## src/rtl/fx_bus_arb_pkg.sv

```systemverilog
// Shared widths, FSM state type and slice helpers for the fx bus arbiter.
package fx_pkg;

  localparam int FX_AW = 16;
  localparam int FX_DW = 8;
  localparam int MAX_M = 8;

  typedef enum logic [1:0] {
    ST_IDLE = 2'd0,
    ST_WR   = 2'd1,
    ST_RD   = 2'd2,
    ST_ACK  = 2'd3
  } fx_state_e;

  // Callers zero-extend their packed per-requester vector to MAX_M slices.
  function automatic logic [FX_AW-1:0] fx_addr_slice(input logic [MAX_M*FX_AW-1:0] vec,
                                                     input int unsigned idx);
    return vec[idx*FX_AW +: FX_AW];
  endfunction

  function automatic logic [FX_DW-1:0] fx_data_slice(input logic [MAX_M*FX_DW-1:0] vec,
                                                     input int unsigned idx);
    return vec[idx*FX_DW +: FX_DW];
  endfunction

endpackage

```

## src/rtl/fx_bus_arb_if.sv

```systemverilog
// Requester and fx bus signals of the arbiter.
// slave  : the arbiter's view (takes requests, drives the fx bus strobes).
// master : the requesters' and fx register slave's view.
interface fx_bus_arb_if #(
  parameter int NUM_M = 2
) ();

  logic [NUM_M-1:0]               m_req;
  logic [NUM_M-1:0]               m_we;
  logic [fx_pkg::FX_AW*NUM_M-1:0] m_addr;
  logic [fx_pkg::FX_DW*NUM_M-1:0] m_wdata;
  logic [NUM_M-1:0]               m_ack;
  logic [fx_pkg::FX_DW-1:0]       m_rdata;
  logic [fx_pkg::FX_AW-1:0]       fx_waddr;
  logic                           fx_wr;
  logic [fx_pkg::FX_DW-1:0]       fx_data;
  logic                           fx_rd;
  logic [fx_pkg::FX_AW-1:0]       fx_raddr;
  logic [fx_pkg::FX_DW-1:0]       fx_q;
  logic                           busy;

  modport slave (
    input  m_req, m_we, m_addr, m_wdata, fx_q,
    output m_ack, m_rdata, fx_waddr, fx_wr, fx_data, fx_rd, fx_raddr, busy
  );

  modport master (
    output m_req, m_we, m_addr, m_wdata, fx_q,
    input  m_ack, m_rdata, fx_waddr, fx_wr, fx_data, fx_rd, fx_raddr, busy
  );

endinterface

```

## src/rtl/fx_bus_arb_rr_pick.sv

```systemverilog
// Round-robin pick: first set request searching upward from last+1, wrapping.
module fx_rr_pick #(
  parameter int NUM_M = 2,
  parameter int IW    = (NUM_M > 1) ? $clog2(NUM_M) : 1
) (
  input  logic [NUM_M-1:0] req,
  input  logic [IW-1:0]    last,
  output logic [IW-1:0]    gnt,
  output logic             any_req
);

  localparam int SW = IW + 2;

  logic [2*NUM_M-1:0] dbl;
  logic [NUM_M-1:0]   rot;
  logic [IW-1:0]      enc;
  logic [SW-1:0]      sh;
  logic [SW-1:0]      sum_raw;
  logic [SW-1:0]      sum_wrap;

  // Rotate so last+1 sits at bit 0, take the lowest set bit, rotate the index back.
  always_comb begin
    sh  = SW'(last) + SW'(1);
    dbl = {req, req} >> sh;
    rot = dbl[NUM_M-1:0];
    enc = '0;
    for (int i = NUM_M - 1; i >= 0; i--) begin
      if (rot[i]) enc = IW'(i);
    end
    sum_raw  = SW'(enc) + sh;
    sum_wrap = (sum_raw >= SW'(NUM_M)) ? (sum_raw - SW'(NUM_M)) : sum_raw;
    gnt      = sum_wrap[IW-1:0];
    any_req  = |req;
  end

endmodule

```

## src/rtl/fx_bus_arb.sv

```systemverilog
// Round-robin arbiter sharing one fx register bus between NUM_M requesters.
//
// state | meaning
// IDLE  | no transaction; grant the next requester if any m_req is set
// WR    | fx_wr strobe and m_ack to the granted requester, one cycle
// RD    | fx_rd strobe in first cycle, then wait for read latency
// ACK   | m_ack with m_rdata for the granted reader, one cycle
module fx_bus_arb
  import fx_pkg::*;
#(
  parameter int NUM_M  = 2,
  parameter int RD_LAT = 2
) (
  input  logic        clk_sys,
  input  logic        rst,
  fx_bus_arb_if.slave bus
);

  localparam int IW = (NUM_M > 1) ? $clog2(NUM_M) : 1;
  localparam int CW = 3;

  fx_state_e        state_q, state_d;
  logic [IW-1:0]    last_q, last_d;
  logic [IW-1:0]    gnt_q, gnt_d;
  logic [CW-1:0]    cnt_q, cnt_d;
  logic [FX_AW-1:0] fx_waddr_q, fx_waddr_d;
  logic [FX_DW-1:0] fx_data_q, fx_data_d;
  logic [FX_AW-1:0] fx_raddr_q, fx_raddr_d;
  logic             fx_wr_q, fx_wr_d;
  logic             fx_rd_q, fx_rd_d;
  logic [NUM_M-1:0] m_ack_q, m_ack_d;
  logic [FX_DW-1:0] m_rdata_q, m_rdata_d;
  logic             busy_q, busy_d;

  logic [IW-1:0]    pick_idx;
  logic             any_req;

  fx_rr_pick #(
    .NUM_M (NUM_M),
    .IW    (IW)
  ) u_pick (
    .req     (bus.m_req),
    .last    (last_q),
    .gnt     (pick_idx),
    .any_req (any_req)
  );

  // Next state and next registered outputs; strobes and ack default low.
  always_comb begin
    state_d    = state_q;
    last_d     = last_q;
    gnt_d      = gnt_q;
    cnt_d      = cnt_q;
    fx_waddr_d = fx_waddr_q;
    fx_data_d  = fx_data_q;
    fx_raddr_d = fx_raddr_q;
    fx_wr_d    = 1'b0;
    fx_rd_d    = 1'b0;
    m_ack_d    = '0;
    m_rdata_d  = m_rdata_q;

    unique case (state_q)
      ST_IDLE: begin
        if (any_req) begin
          gnt_d = pick_idx;
          if (bus.m_we[pick_idx]) begin
            state_d    = ST_WR;
            fx_waddr_d = fx_addr_slice((MAX_M*FX_AW)'(bus.m_addr), 32'(pick_idx));
            fx_data_d  = fx_data_slice((MAX_M*FX_DW)'(bus.m_wdata), 32'(pick_idx));
            fx_wr_d    = 1'b1;
            m_ack_d    = NUM_M'(1'b1) << pick_idx;
          end else begin
            state_d    = ST_RD;
            fx_raddr_d = fx_addr_slice((MAX_M*FX_AW)'(bus.m_addr), 32'(pick_idx));
            fx_rd_d    = 1'b1;
            cnt_d      = CW'(RD_LAT);
          end
        end
      end
      ST_WR: begin
        last_d  = gnt_q;
        state_d = ST_IDLE;
      end
      ST_RD: begin
        cnt_d = cnt_q - CW'(1);
        // Ack lands RD_LAT edges after the fx_rd edge, capturing fx_q there.
        if (cnt_q == CW'(1)) begin
          m_rdata_d = bus.fx_q;
          m_ack_d   = NUM_M'(1'b1) << gnt_q;
          state_d   = ST_ACK;
        end
      end
      ST_ACK: begin
        last_d  = gnt_q;
        state_d = ST_IDLE;
      end
      default: state_d = ST_IDLE;
    endcase

    busy_d = (state_d != ST_IDLE);
  end

  // State and output registers; reset clears strobes immediately and aborts any transaction.
  always_ff @(posedge clk_sys or posedge rst) begin
    if (rst) begin
      state_q    <= ST_IDLE;
      last_q     <= IW'(NUM_M - 1);
      gnt_q      <= '0;
      cnt_q      <= '0;
      fx_waddr_q <= '0;
      fx_data_q  <= '0;
      fx_raddr_q <= '0;
      fx_wr_q    <= 1'b0;
      fx_rd_q    <= 1'b0;
      m_ack_q    <= '0;
      m_rdata_q  <= '0;
      busy_q     <= 1'b0;
    end else begin
      state_q    <= state_d;
      last_q     <= last_d;
      gnt_q      <= gnt_d;
      cnt_q      <= cnt_d;
      fx_waddr_q <= fx_waddr_d;
      fx_data_q  <= fx_data_d;
      fx_raddr_q <= fx_raddr_d;
      fx_wr_q    <= fx_wr_d;
      fx_rd_q    <= fx_rd_d;
      m_ack_q    <= m_ack_d;
      m_rdata_q  <= m_rdata_d;
      busy_q     <= busy_d;
    end
  end

  assign bus.fx_waddr = fx_waddr_q;
  assign bus.fx_data  = fx_data_q;
  assign bus.fx_raddr = fx_raddr_q;
  assign bus.fx_wr    = fx_wr_q;
  assign bus.fx_rd    = fx_rd_q;
  assign bus.m_ack    = m_ack_q;
  assign bus.m_rdata  = m_rdata_q;
  assign bus.busy     = busy_q;

endmodule

```

## src/flat_wrapper.sv

```systemverilog
// flat-port wrapper written by rule: the top's interface ports become plain ports
module fx_bus_arb_flat import fx_pkg::*;
#(
  parameter int NUM_M  = 2,
  parameter int RD_LAT = 2
)
  (clk_sys, rst, bus_m_req, bus_m_we, bus_m_addr, bus_m_wdata, bus_fx_q, bus_m_ack, bus_m_rdata, bus_fx_waddr, bus_fx_wr, bus_fx_data, bus_fx_rd, bus_fx_raddr, bus_busy);
  fx_bus_arb_if #(.NUM_M(NUM_M)) bus_i ();
  input  logic clk_sys;
  input  logic rst;
  input wire logic [$bits(bus_i.m_req)-1:0] bus_m_req;
  input wire logic [$bits(bus_i.m_we)-1:0] bus_m_we;
  input wire logic [$bits(bus_i.m_addr)-1:0] bus_m_addr;
  input wire logic [$bits(bus_i.m_wdata)-1:0] bus_m_wdata;
  input wire logic [$bits(bus_i.fx_q)-1:0] bus_fx_q;
  output wire logic [$bits(bus_i.m_ack)-1:0] bus_m_ack;
  output wire logic [$bits(bus_i.m_rdata)-1:0] bus_m_rdata;
  output wire logic [$bits(bus_i.fx_waddr)-1:0] bus_fx_waddr;
  output wire logic [$bits(bus_i.fx_wr)-1:0] bus_fx_wr;
  output wire logic [$bits(bus_i.fx_data)-1:0] bus_fx_data;
  output wire logic [$bits(bus_i.fx_rd)-1:0] bus_fx_rd;
  output wire logic [$bits(bus_i.fx_raddr)-1:0] bus_fx_raddr;
  output wire logic [$bits(bus_i.busy)-1:0] bus_busy;
  assign bus_i.m_req = bus_m_req;
  assign bus_i.m_we = bus_m_we;
  assign bus_i.m_addr = bus_m_addr;
  assign bus_i.m_wdata = bus_m_wdata;
  assign bus_i.fx_q = bus_fx_q;
  assign bus_m_ack = bus_i.m_ack;
  assign bus_m_rdata = bus_i.m_rdata;
  assign bus_fx_waddr = bus_i.fx_waddr;
  assign bus_fx_wr = bus_i.fx_wr;
  assign bus_fx_data = bus_i.fx_data;
  assign bus_fx_rd = bus_i.fx_rd;
  assign bus_fx_raddr = bus_i.fx_raddr;
  assign bus_busy = bus_i.busy;
  fx_bus_arb #(.NUM_M(NUM_M), .RD_LAT(RD_LAT)) u_core (.clk_sys(clk_sys), .rst(rst), .bus(bus_i));
endmodule
```

## config.mk

```make
export PLATFORM = sky130hd
export DESIGN_NAME = fx_bus_arb_flat
export DESIGN_NICKNAME = d
export VERILOG_FILES = /design/src/rtl/fx_bus_arb_pkg.sv /design/src/rtl/fx_bus_arb_if.sv /design/src/rtl/fx_bus_arb_rr_pick.sv /design/src/rtl/fx_bus_arb.sv /design/src/flat_wrapper.sv
export SDC_FILE = /design/constraint.sdc
export NUM_CORES = 1
export LEC_CHECK = 0
export ABC_AREA = 0
export CAP_MARGIN = 20
export CELL_PAD_IN_SITES_DETAIL_PLACEMENT = 0
export CELL_PAD_IN_SITES_GLOBAL_PLACEMENT = 1
export CORE_ASPECT_RATIO = 1.1
export CORE_MARGIN = 4
export CORE_UTILIZATION = 36
export CTS_CLUSTER_SIZE = 28
export DETAILED_ROUTE_END_ITERATION = 7
export PLACE_DENSITY_LB_ADDON = 0.25
export SYNTH_ARGS = -nofsm -noshare
export SYNTH_HDL_FRONTEND = slang
export SYNTH_SLANG_ARGS = --single-unit
```

## constraint.sdc

```tcl
create_clock -name clk_sys -period 3.9 [get_ports clk_sys]
set_clock_uncertainty 0.1 [all_clocks]
set_input_delay 0.78 -clock clk_sys [delete_from_list [all_inputs] [get_ports clk_sys]]
set_output_delay 0.78 -clock clk_sys [all_outputs]
set_load 0.01 [all_outputs]
```

==> results.cfg <==
[status]
status = completed

[sta]
setup_violations = 0
hold_viol = 0
max_slew_margin_pct = 45.3
post-route-period-util_pct = 68.3
fin_crit_ps = 2660
finalMaxSlewViolations = 0
worst_slack_ps = 1240
fmax_mhz = 375
worst_pin_slew_ps = 820
rsz0062_at_grt = false
holdWs_ps = 403
setup_tns_ps = 0

[final_layout]
layout_common_cells = clkdlybuf4s50_1, dfrtp_1, mux2_2
register_area_um2 = 1500
nNetsFinal = 365
final_cells = 391
antennaDiodeCount = 0
num-fill-cells = 609
layout_commonest_cell = clkdlybuf4s50_1
final_area_um2 = 4120
multi_input_area_um2 = 1130
area_growth_pct = 51.7
fin_util_pct = 57.4
drive_above_1_share_pct = 31.7

[place]
gp_congestion = 0.779
hpwl_um = 4570
place_area_um2 = 3930
place_ws_ps = 873
place_inst = 375
io_buffers = 114

[clock_tree]
cts.sinks = 60
cts_inserted_buffers = 9
htree_levels = 3
clockBufferDepth = 2
post_cts_resized = 0
cts_tree = done
insertion_delay_ps = 320
post_cts_buffers = 0
clock-root-buffer = clkbuf_8
clk_pin_slew_worst_paths_ps = 60
postCtsHoldBufs = 0

[yosys]
synthSimpleGateAreaFrac_pct = 3.96
synth_fa_ha_area_share_pct = 1.34
ys_seq_area_share_pct = 55.4
syn_nets = 244
synthXorXnorAreaFrac_pct = 0
synth.avg_cell_area_um2 = 15.1
synth-seq-cells = 60
synth_compound_area_share_pct = 2.07
synth_top_family_by_area = multiplexers
synth_warnings = 0
synthesis.area_um2 = 2710
postSynthCellCount = 180
ys_types = 26
synth.mux.area_fraction_pct = 34.4

[detailed_routing]
firstDrtPassIters = 2
wire_per_inst_um = 16.0
routed_wl_um = 6270
drcViolationCount = 0
drtIter0Drc = 14
via_per_inst = 4.80
num_vias = 1876
ant_nets = 0

[setup_path]
cpMaxStageDelayCell = maj3_2
cp-start-kind = input pin
cp.required_ps = 4010
crit_path_cell_trace = clkdlybuf4s50_1 > maj3_2 > mux2_2 > mux2_2
max_stage_delay_ps = 760
path_max_fanout = 24
crit_path_end_kind = flop
cp_top_family = adder cells
startpoint = bus_m_req[1]
setup.worst_path.class = input pin to flop
r2r-start = u_core.state_q[0]
cp_num_buf_inv = 1
cpMostUsedCell = mux2_2
arrival_ps = 2780

[floorplanning]
fp.dieH_um = 99.1
io_pins = 115
rows = 32
die_w_um = 90.8
initial_core_util_pct = 37.9
die_area_um2 = 8990
core_um2 = 7170

[pwr]
powerDensity_nw_per_um2 = 756
vdd_drop_max_mv = 0.403
pwr-share-seq_pct = 35.4
p_switching_uw = 946
intPower_mw = 2.17
power_frac_comb_pct = 47.7
clkPwrFrac_pct = 16.9
swShare_pct = 30.4
p_total_mw = 3.11
power_leakage_nw = 1.81

[grt]
grt_overflow = 0
grt_pass1_vias = 2120
grt_max_degree = 27
grt_pass1_wl_um = 10400
grtUsageTotal_pct = 14.5
antenna_found_initial = 0

[flow_run]
drv_cap = 0

[hold_path]
hp-start = u_core.bus.fx_raddr[12]
min_path_type = flop to flop
==> cell type report <==
type	instances	share of cell area (%)
timing repair buffer	117	28.3
inverter	7	0.638
clock inverter	6	1.34
sequential	60	36.5
multi-input combinational	106	27.6
tap	85	2.58
clock buffer	10	3.10
==> final timing paths <==
kind	cells past startpoint	slack, ps	to
max reg2reg	4	1740	u_core.bus.fx_data[4]
max in group asynchronous	3	2300	u_core.last_q
max	4	1240	u_core.bus.fx_waddr[12]
min	1	400	u_core.bus.fx_raddr[12]
min reg2reg	1	400	u_core.bus.fx_raddr[12]
min in group asynchronous	2	690	u_core.bus.fx_raddr[7]
==> flip-flops by register name, indices dropped and copies added (netlist names) <==
signal,count
u_core.last_q,1
u_core.state_q,2
u_core.cnt_q,3
u_core.bus.fx_wr,1
u_core.bus.m_ack,2
u_core.bus.fx_raddr,16
u_core.bus.fx_data,8
u_core.bus.fx_rd,1
u_core.bus.fx_waddr,16
u_core.bus.m_rdata,8
u_core.gnt_q,1
u_core.bus.busy,1
==> worst register-to-register path, delay by kind of cell, from the launching register on <==
| kind | cells | cell delay (ps) |
|---|---|---|
| and+or+nand+nor | 3 | 1090 |
| muxes | 1 | 410 |
| DFF | 1 | 440 |
==> per-layer routing <==
layer  track usage (%)  vias to the layer above  wire, um
met3              4.43                       10       475
li1                  -                      873         -
met4              5.92                        0       100
met1              17.7                      928      2540
met2              24.1                       65      3150
met5                 0                        -         0
==> power groups by stage <==
stage	sequential, mW	clock (mW)	combinational (mW)
6_report	1.10	0.526	1.48
5_1_grt	1.15	0.567	1.59
4_1_cts	1.11	0.542	1.51
3_5_place_dp	1.11	0	1.51
3_3_place_gp	1.11	0	1.49
2_1_floorplan	1.23	0	0.644
==> kinds of logic after synthesis <==
kind of cell | after synthesis
AO/OA/AOI/OAI | 9
buffers and inverters | 14
adder cells (fa/ha/maj) | 3
flip-flops | 60
AND/OR/NAND/NOR | 21
multiplexers | 73
==> synth_stat cells <==
cell / number / share of area (%)
a21oi_1: 2 / 0.37
a221oi_1: 1 / 0.32
a22oi_1: 1 / 0.28
a2bb2oi_1: 1 / 0.32
a31oi_1: 1 / 0.23
and3b_1: 1 / 0.32
buf_2: 4 / 0.74
buf_4: 1 / 0.28
buf_6: 2 / 0.83
dfrtp_1: 59 / 54
dfstp_2: 1 / 0.97
ha_1: 2 / 0.92
inv_1: 6 / 0.83
inv_2: 1 / 0.14
maj3_2: 1 / 0.41
mux2_2: 43 / 18
mux2_4: 30 / 17
nand2_1: 6 / 0.83
nand2_2: 1 / 0.23
nand2b_1: 2 / 0.46
nand3_1: 1 / 0.18
nand4_1: 2 / 0.46
nor2_1: 4 / 0.55
nor2b_1: 3 / 0.69
o21ai_0: 3 / 0.55
or2_2: 1 / 0.23
(Power assumes the default switching activity.)
